[src/rtl/ulpi_link_engine.sv]
// ulpi_link_engine: ULPI link-layer engine in the PHY (CLKOUT) clock domain.
// Runs a timed PHY reset, then arbitrates the ULPI bus between PHY RX traffic,
// user register writes/reads and user PID transmits, and captures received
// packets into a small byte buffer.
// Optional feature macro: ULPI_AUTOCFG_EN -- when defined, OTG_CTRL <- 0x00 and
// FUNC_CTRL <- 0x45 are written automatically after the PHY reset.
module ulpi_link_engine #(
  parameter int RST_CYCLES = 100000,
  parameter int RX_DEPTH   = 16,
  parameter int RX_AW      = 4
) (
  input  logic             CLKOUT,
  input  logic             RESET,
  input  logic             ulpi_dir,
  input  logic             ulpi_nxt,
  output logic             ulpi_stp,
  input  logic [7:0]       ulpi_data_i,
  output logic [7:0]       ulpi_data_o,
  output logic             ulpi_data_oe,
  output logic             phy_rst,
  output logic             ready,
  input  logic             reg_req,
  input  logic             reg_we,
  input  logic [5:0]       reg_addr,
  input  logic [7:0]       reg_wdata,
  output logic             reg_ack,
  output logic [7:0]       reg_rdata,
  input  logic             tx_req,
  input  logic [3:0]       tx_pid,
  output logic             tx_ack,
  output logic [1:0]       linestate,
  output logic             rx_active,
  output logic             rx_pkt_valid,
  output logic [RX_AW:0]   rx_pkt_len,
  output logic             rx_pkt_ovf,
  input  logic [RX_AW-1:0] rx_rd_addr,
  output logic [7:0]       rx_rd_data
);
  localparam int RST_CW = $clog2(RST_CYCLES + 1);
`ifdef ULPI_AUTOCFG_EN
  localparam logic CFG_EN = 1'b1;
`else
  localparam logic CFG_EN = 1'b0;
`endif

  typedef enum logic [3:0] {
    ST_PHY_RST, ST_AUTOCFG, ST_IDLE, ST_RX, ST_TX_CMD, ST_TX_STP,
    ST_REGW_CMD, ST_REGW_DATA, ST_REGW_STP, ST_REGR_CMD, ST_REGR_TURN, ST_REGR_DATA
  } state_t;

  state_t            r_state, w_state_nxt, w_arb_state;
  logic [RST_CW-1:0] r_rst_cnt;
  logic [1:0]        r_cfg_step;
  logic              r_rd_done, r_dir_q;
  logic              r_stp, r_phy_rst, r_ready, r_reg_ack, r_tx_ack;
  logic [7:0]        r_data_o, r_reg_rdata, r_rd_data;
  logic [1:0]        r_linestate;
  logic              r_rx_active, r_open, r_ovf, r_pkt_valid, r_pkt_ovf;
  logic [RX_AW:0]    r_cnt, r_pkt_len;
  logic [7:0]        r_mem [RX_DEPTH];

  logic              w_cfg_active, w_rd_latch, w_rx_cyc, w_rxcmd, w_rxbyte, w_store;
  logic              w_rxact_cmd, w_dir_fall, w_open_evt, w_close_evt, w_open_nxt;
  logic [5:0]        w_wr_addr;
  logic [7:0]        w_wr_data, w_data_o_nxt;

  // Auto-config sequencing and write-path operand selection
  always_comb begin
    w_cfg_active = CFG_EN && (r_cfg_step != 2'd2);
    if (w_cfg_active) begin
      w_wr_addr = (r_cfg_step == 2'd0) ? 6'h0A : 6'h04;
      w_wr_data = (r_cfg_step == 2'd0) ? 8'h00 : 8'h45;
    end else begin
      w_wr_addr = reg_addr;
      w_wr_data = reg_wdata;
    end
  end

  // RX path decode: RXCMD vs packet byte, packet open/close events
  always_comb begin
    w_rd_latch  = (r_state == ST_REGR_DATA) && !r_rd_done && ulpi_dir;
    // dir must have been high last cycle too: the rising-dir cycle is a turnaround
    w_rx_cyc    = (r_state != ST_PHY_RST) && ulpi_dir && r_dir_q && !w_rd_latch;
    w_rxcmd     = w_rx_cyc && !ulpi_nxt;
    w_rxbyte    = w_rx_cyc && ulpi_nxt && r_open;
    w_store     = w_rxbyte && (r_cnt < (RX_AW+1)'(RX_DEPTH));
    w_rxact_cmd = (ulpi_data_i[5:4] == 2'b01);
    w_dir_fall  = (r_state != ST_PHY_RST) && !ulpi_dir && r_dir_q;
    w_open_evt  = w_rxcmd && w_rxact_cmd && !r_rx_active;
    w_close_evt = r_open && ((w_rxcmd && !w_rxact_cmd) || w_dir_fall);
    if (w_open_evt) begin
      w_open_nxt = 1'b1;
    end else if (w_close_evt) begin
      w_open_nxt = 1'b0;
    end else begin
      w_open_nxt = r_open;
    end
  end

  // Bus request arbitration: pending auto-config, then tx, then register access
  always_comb begin
    if (w_cfg_active) begin
      w_arb_state = ST_AUTOCFG;
    end else if (tx_req) begin
      w_arb_state = ST_TX_CMD;
    end else if (reg_req) begin
      w_arb_state = reg_we ? ST_REGW_CMD : ST_REGR_CMD;
    end else begin
      w_arb_state = ST_IDLE;
    end
  end

  // Next-state logic; dir rising in a command/data state aborts to the RX path
  always_comb begin
    w_state_nxt = r_state;
    case (r_state)
      ST_PHY_RST:   w_state_nxt = (r_rst_cnt == RST_CW'(RST_CYCLES - 1)) ?
                                  (CFG_EN ? ST_AUTOCFG : ST_IDLE) : ST_PHY_RST;
      ST_AUTOCFG:   w_state_nxt = ulpi_dir ? ST_RX : (w_cfg_active ? ST_REGW_CMD : ST_IDLE);
      ST_IDLE:      w_state_nxt = ulpi_dir ? ST_RX : w_arb_state;
      ST_RX:        w_state_nxt = ulpi_dir ? ST_RX : w_arb_state;
      ST_TX_CMD:    w_state_nxt = ulpi_dir ? ST_RX : (ulpi_nxt ? ST_TX_STP : ST_TX_CMD);
      ST_TX_STP:    w_state_nxt = ST_IDLE;
      ST_REGW_CMD:  w_state_nxt = ulpi_dir ? ST_RX : (ulpi_nxt ? ST_REGW_DATA : ST_REGW_CMD);
      ST_REGW_DATA: w_state_nxt = ulpi_dir ? ST_RX : (ulpi_nxt ? ST_REGW_STP : ST_REGW_DATA);
      ST_REGW_STP:  w_state_nxt = w_cfg_active ? ST_AUTOCFG : ST_IDLE;
      ST_REGR_CMD:  w_state_nxt = ulpi_dir ? ST_RX : (ulpi_nxt ? ST_REGR_TURN : ST_REGR_CMD);
      ST_REGR_TURN: w_state_nxt = ulpi_dir ? ST_REGR_DATA : ST_REGR_TURN;
      ST_REGR_DATA: w_state_nxt = ulpi_dir ? ST_REGR_DATA : ST_IDLE;
      default:      w_state_nxt = ST_PHY_RST;
    endcase
  end

  // Bus byte to drive in the upcoming state
  always_comb begin
    w_data_o_nxt = 8'h00;
    case (w_state_nxt)
      ST_TX_CMD:    w_data_o_nxt = {4'h4, tx_pid};
      ST_REGW_CMD:  w_data_o_nxt = {2'b10, w_wr_addr};
      ST_REGW_DATA: w_data_o_nxt = w_wr_data;
      ST_REGR_CMD:  w_data_o_nxt = {2'b11, reg_addr};
      default:      w_data_o_nxt = 8'h00;
    endcase
  end

  // FSM state, PHY reset timer, auto-config step and read-latch bookkeeping
  always_ff @(posedge CLKOUT) begin
    if (!RESET) begin
      r_state    <= ST_PHY_RST;
      r_rst_cnt  <= {RST_CW{1'b0}};
      r_cfg_step <= 2'd0;
      r_rd_done  <= 1'b0;
      r_dir_q    <= 1'b0;
    end else begin
      r_state   <= w_state_nxt;
      r_dir_q   <= ulpi_dir;
      r_rd_done <= (r_state == ST_REGR_DATA) ? (r_rd_done | w_rd_latch) : 1'b0;
      if (r_state == ST_PHY_RST) begin
        r_rst_cnt <= r_rst_cnt + RST_CW'(1);
      end
      if ((r_state == ST_REGW_STP) && w_cfg_active) begin
        r_cfg_step <= r_cfg_step + 2'd1;
      end
    end
  end

  // Registered bus and handshake outputs, decoded from the upcoming state
  always_ff @(posedge CLKOUT) begin
    if (!RESET) begin
      r_data_o    <= 8'h00;
      r_stp       <= 1'b0;
      r_phy_rst   <= 1'b1;
      r_ready     <= 1'b0;
      r_tx_ack    <= 1'b0;
      r_reg_ack   <= 1'b0;
      r_reg_rdata <= 8'h00;
    end else begin
      r_data_o  <= w_data_o_nxt;
      r_stp     <= (w_state_nxt == ST_TX_STP) || (w_state_nxt == ST_REGW_STP);
      r_phy_rst <= (w_state_nxt == ST_PHY_RST);
      r_ready   <= (w_state_nxt == ST_IDLE) && !w_open_nxt;
      r_tx_ack  <= (w_state_nxt == ST_TX_STP);
      r_reg_ack <= ((w_state_nxt == ST_REGW_STP) && !w_cfg_active) || w_rd_latch;
      if (w_rd_latch) begin
        r_reg_rdata <= ulpi_data_i;
      end
    end
  end

  // RXCMD tracking, packet byte count, overflow and end-of-packet report
  always_ff @(posedge CLKOUT) begin
    if (!RESET) begin
      r_linestate <= 2'b00;
      r_rx_active <= 1'b0;
      r_open      <= 1'b0;
      r_cnt       <= {(RX_AW+1){1'b0}};
      r_ovf       <= 1'b0;
      r_pkt_valid <= 1'b0;
      r_pkt_len   <= {(RX_AW+1){1'b0}};
      r_pkt_ovf   <= 1'b0;
    end else begin
      r_open      <= w_open_nxt;
      r_pkt_valid <= w_close_evt;
      if (w_rxcmd) begin
        r_linestate <= ulpi_data_i[1:0];
        r_rx_active <= w_rxact_cmd;
      end else if (w_dir_fall) begin
        r_rx_active <= 1'b0;
      end
      if (w_open_evt) begin
        r_cnt <= {(RX_AW+1){1'b0}};
        r_ovf <= 1'b0;
      end else if (w_store) begin
        r_cnt <= r_cnt + (RX_AW+1)'(1);
      end else if (w_rxbyte) begin
        r_ovf <= 1'b1;
      end
      if (w_close_evt) begin
        r_pkt_len <= r_cnt;
        r_pkt_ovf <= r_ovf;
      end
    end
  end

  // Packet buffer: single write port, registered read port
  always_ff @(posedge CLKOUT) begin
    if (w_store) begin
      r_mem[r_cnt[RX_AW-1:0]] <= ulpi_data_i;
    end
    r_rd_data <= r_mem[rx_rd_addr];
  end

  assign ulpi_data_oe = ~ulpi_dir;
  assign ulpi_data_o  = r_data_o;
  assign ulpi_stp     = r_stp;
  assign phy_rst      = r_phy_rst;
  assign ready        = r_ready;
  assign reg_ack      = r_reg_ack;
  assign reg_rdata    = r_reg_rdata;
  assign tx_ack       = r_tx_ack;
  assign linestate    = r_linestate;
  assign rx_active    = r_rx_active;
  assign rx_pkt_valid = r_pkt_valid;
  assign rx_pkt_len   = r_pkt_len;
  assign rx_pkt_ovf   = r_pkt_ovf;
  assign rx_rd_data   = r_rd_data;

endmodule

[config.mk]
export PLATFORM = sky130hd
export DESIGN_NAME = ulpi_link_engine
export DESIGN_NICKNAME = d
export VERILOG_FILES = /design/src/rtl/ulpi_link_engine.sv
export SDC_FILE = /design/constraint.sdc
export NUM_CORES = 1
export LEC_CHECK = 0
export CAP_MARGIN = 20
export CORE_MARGIN = 2
export CORE_UTILIZATION = 40
export DETAILED_ROUTE_END_ITERATION = 7
export REMOVE_ABC_BUFFERS = 1
export SLEW_MARGIN = 20
export SYNTH_ARGS = -nofsm -noshare
export SYNTH_HDL_FRONTEND = slang
export SYNTH_SLANG_ARGS = --single-unit
export TNS_END_PERCENT = 1
[constraint.sdc]
create_clock -name CLKOUT -period 8.49 [get_ports CLKOUT]
set_clock_uncertainty 0.2 [all_clocks]
set_input_delay 1.698 -clock CLKOUT [delete_from_list [all_inputs] [get_ports CLKOUT]]
set_output_delay 1.698 -clock CLKOUT [all_outputs]
set_load 0.01 [all_outputs]
==> results.yml <==
pwr:
  ir_worst_vdd_mv: 0.137
  p_leak_nw: 3.11
  powerDensity_nw_per_um2: 214
  total_power_w: 0.00203
global_routing:
  antenna_found_initial: 0
  grt_max_degree: 43
  grt_pass1_wl_mm: 25.8
  grt_overflow: 0
  grt_pass1_vias: 4620
  grt_use_total_pct: 17.0
synth:
  yosysSeqAreaShare_pct: 66.7
  synthFlopType: "edfxtp_1"
  synth_top_area_cell: "edfxtp_1"
  synth.avg_cell_area_um2: 15.2
  synth-simple-area-share_pct: 10.6
  synth_cell_type_count: 57
  synth_mux_area_share_pct: 13.7
  async_reset_ff_share_pct: 0
  yosysTopAreaCellShare_pct: 49.0
  synth_xor_area_share_pct: 1.79
  synth_compound_area_share_pct: 4.49
  synth_edf_count: 128
  synth_fa_ha_area_share_pct: 0.798
  synthCells: 517
  synth_seq_cells: 197
  syn_area_um2: 7840
  synth_area_leaders: "edfxtp_1, dfxtp_1, mux4_2"
  yosys_warnings: 0
  synth_top_family_by_area: "multiplexers"
routing:
  postRouteAntennaNets: 0
  drt-total-wl_mm: 16.6
  first_pass_iters: 5
  avgRoutedWirePerCell_um: 19.1
  vias: 4580
  viasPerCell: 5.28
  drc: 0
  first_iter_violations: 254
critical_path:
  r2r-end: "r_mem[0][7]"
  cp-end-kind: "output port"
  critPathLaunchType: "primary input"
  cp_data_arrival_time_ns: 3.13
  reg2reg_slack_ns: 4.89
  cp.required_ns: 6.59
  r2r-start: "r_state[1]"
  crit_path_end: "ulpi_data_oe"
  crit_start: "ulpi_dir"
  criticalPathCategory: "in -> out"
  ff2ff_path_depth: 5
  cp_max_fo: 11
floorplan:
  dieArea_um2: 20700
  die_y_um: 144
  die_w_um: 144
  rows: 51
  num_io_pins: 77
  core_area_um2: 19300
  start_util_pct: 40.5
layout:
  area_growth_pct: 21.0
  final_cell_mix: "edfxtp_1, clkdlybuf4s50_1, dfxtp_1"
  drive_above_1_share_pct: 15.6
  antenna_cells: 0
  layout.nets: 631
  final_common_cell: "edfxtp_1"
  utilization_pct: 49.1
placement:
  io_buffers: 76
  routabilityCongestion: 0.811
  pre_cts_ws_ns: 3.41
  dp_hpwl_mm: 11.2
sta:
  final.setup.tns_ns: 0
  setup_ws_ns: 3.46
  report.final.setup_viol: 0
  layout_min_cycle_time_ns: 5.03
  rsz0062_at_grt: "false"
  worstMarginPinSlew_ns: 1.09
  fmax_mhz: 199
  max_slew_margin_pct: 26.8
  drv_slew: 0
  finalHoldViolCount: 0
  fin_crit_sh_pct: 59.3
status:
  status: "finished clean"
clock_tree:
  cts_tree: "built"
  cts_resized: 0
  clk_latency_ns: 0.43
  clock-sinks: 197
  cts-root-buf: "clkbuf_16"
  htree_levels: 4
  clkSlewWorstSetupHoldPaths_ns: 0.07
  cts-hold-fix-buffers: 0
  cts_buffers: 17
  clk_path_buf_depth: 2
  post_cts_buffers: 0
flow_run:
  cap_violations: 0
min_path:
  hold_class: "reg -> reg"
  worstHoldStart: "r_ovf"
## metrics by stage
step | instances | instance area (um2) | hold WS, ns
floorplan | 490 | 7710 | 0.236
global placement | 835 | 8830 | 0.261
detailed placement | 835 | 8830 | 0.281
CTS | 867 | 9470 | 0.301
global route | 867 | 9490 | 0.327
finish | 867 | 9490 | 0.295
## worst max-delay path: stages
cell and delay, ns:
clkdlybuf4s50_1 0.62, inv_1 0.24, clkdlybuf4s50_1 0.57
## cell families (layout without fill, tap and decap cells)
family | Yosys count | after routing
flops | 197 | 197
simple gates | 156 | 156
mux | 57 | 57
compound gates | 52 | 52
buf+inv | 34 | 119
xor+xnor | 16 | 16
fa+ha+maj | 5 | 5
## worst min-delay path by stage
stage / endpoint / cells after the start
after floorplan: r_ovf / 2
after global placement: r_rst_cnt[1] / 2
after detailed placement: reg_rdata[6] / 2
after CTS: r_ovf / 2
after global routing: r_ovf / 2
final: r_ovf / 2
## flip-flops by register name, summed over array words and instances, names as in the netlist, 2 cells and up
register     cells
linestate        2
ulpi_data_o      8
r_rst_cnt       17
r_state          4
reg_rdata        8
rx_pkt_len       5
rx_rd_data       8
r_mem          128
r_cnt            5
## cells in the mapped netlist (all sizes together), types with 13 or more instances
master and number:
a21oi 18, clkbuf 14, edfxtp 128, nor2 62
dfxtp 69, buf 13, mux2i 17, o21ai 14
nand2 20, mux4 40
## power by group
group	internal, W	total [W]	switching [W]	leakage [nW]
clock	0.000478	0.000858	0.000379	0.306
combinational	0.0000617	0.000133	0.0000716	1.09
sequential	0.00103	0.00104	0.00000943	1.71
total	0.00157	0.00203	0.000460	3.11
## per-layer routing
metal | track usage [%] | vias up | part of all wire, %
li1 | - | 2126 | -
met1 | 22.6 | 2309 | 45
met2 | 27.4 | 125 | 49
met3 | 4.17 | 20 | 4.9
met4 | 5.62 | 0 | 1.7
met5 | 0 | - | 0
## area by class of cell
class / count / area, um2
fillers: 1624 / 9850
flip-flops and latches: 197 / 5230
multi-input cells: 286 / 2480
repair buffers: 80 / 788
clock buffers: 17 / 425
well taps: 265 / 332
clock inverters: 15 / 210
inverters: 7 / 26.3
Power figures use the tool's default switching activity.
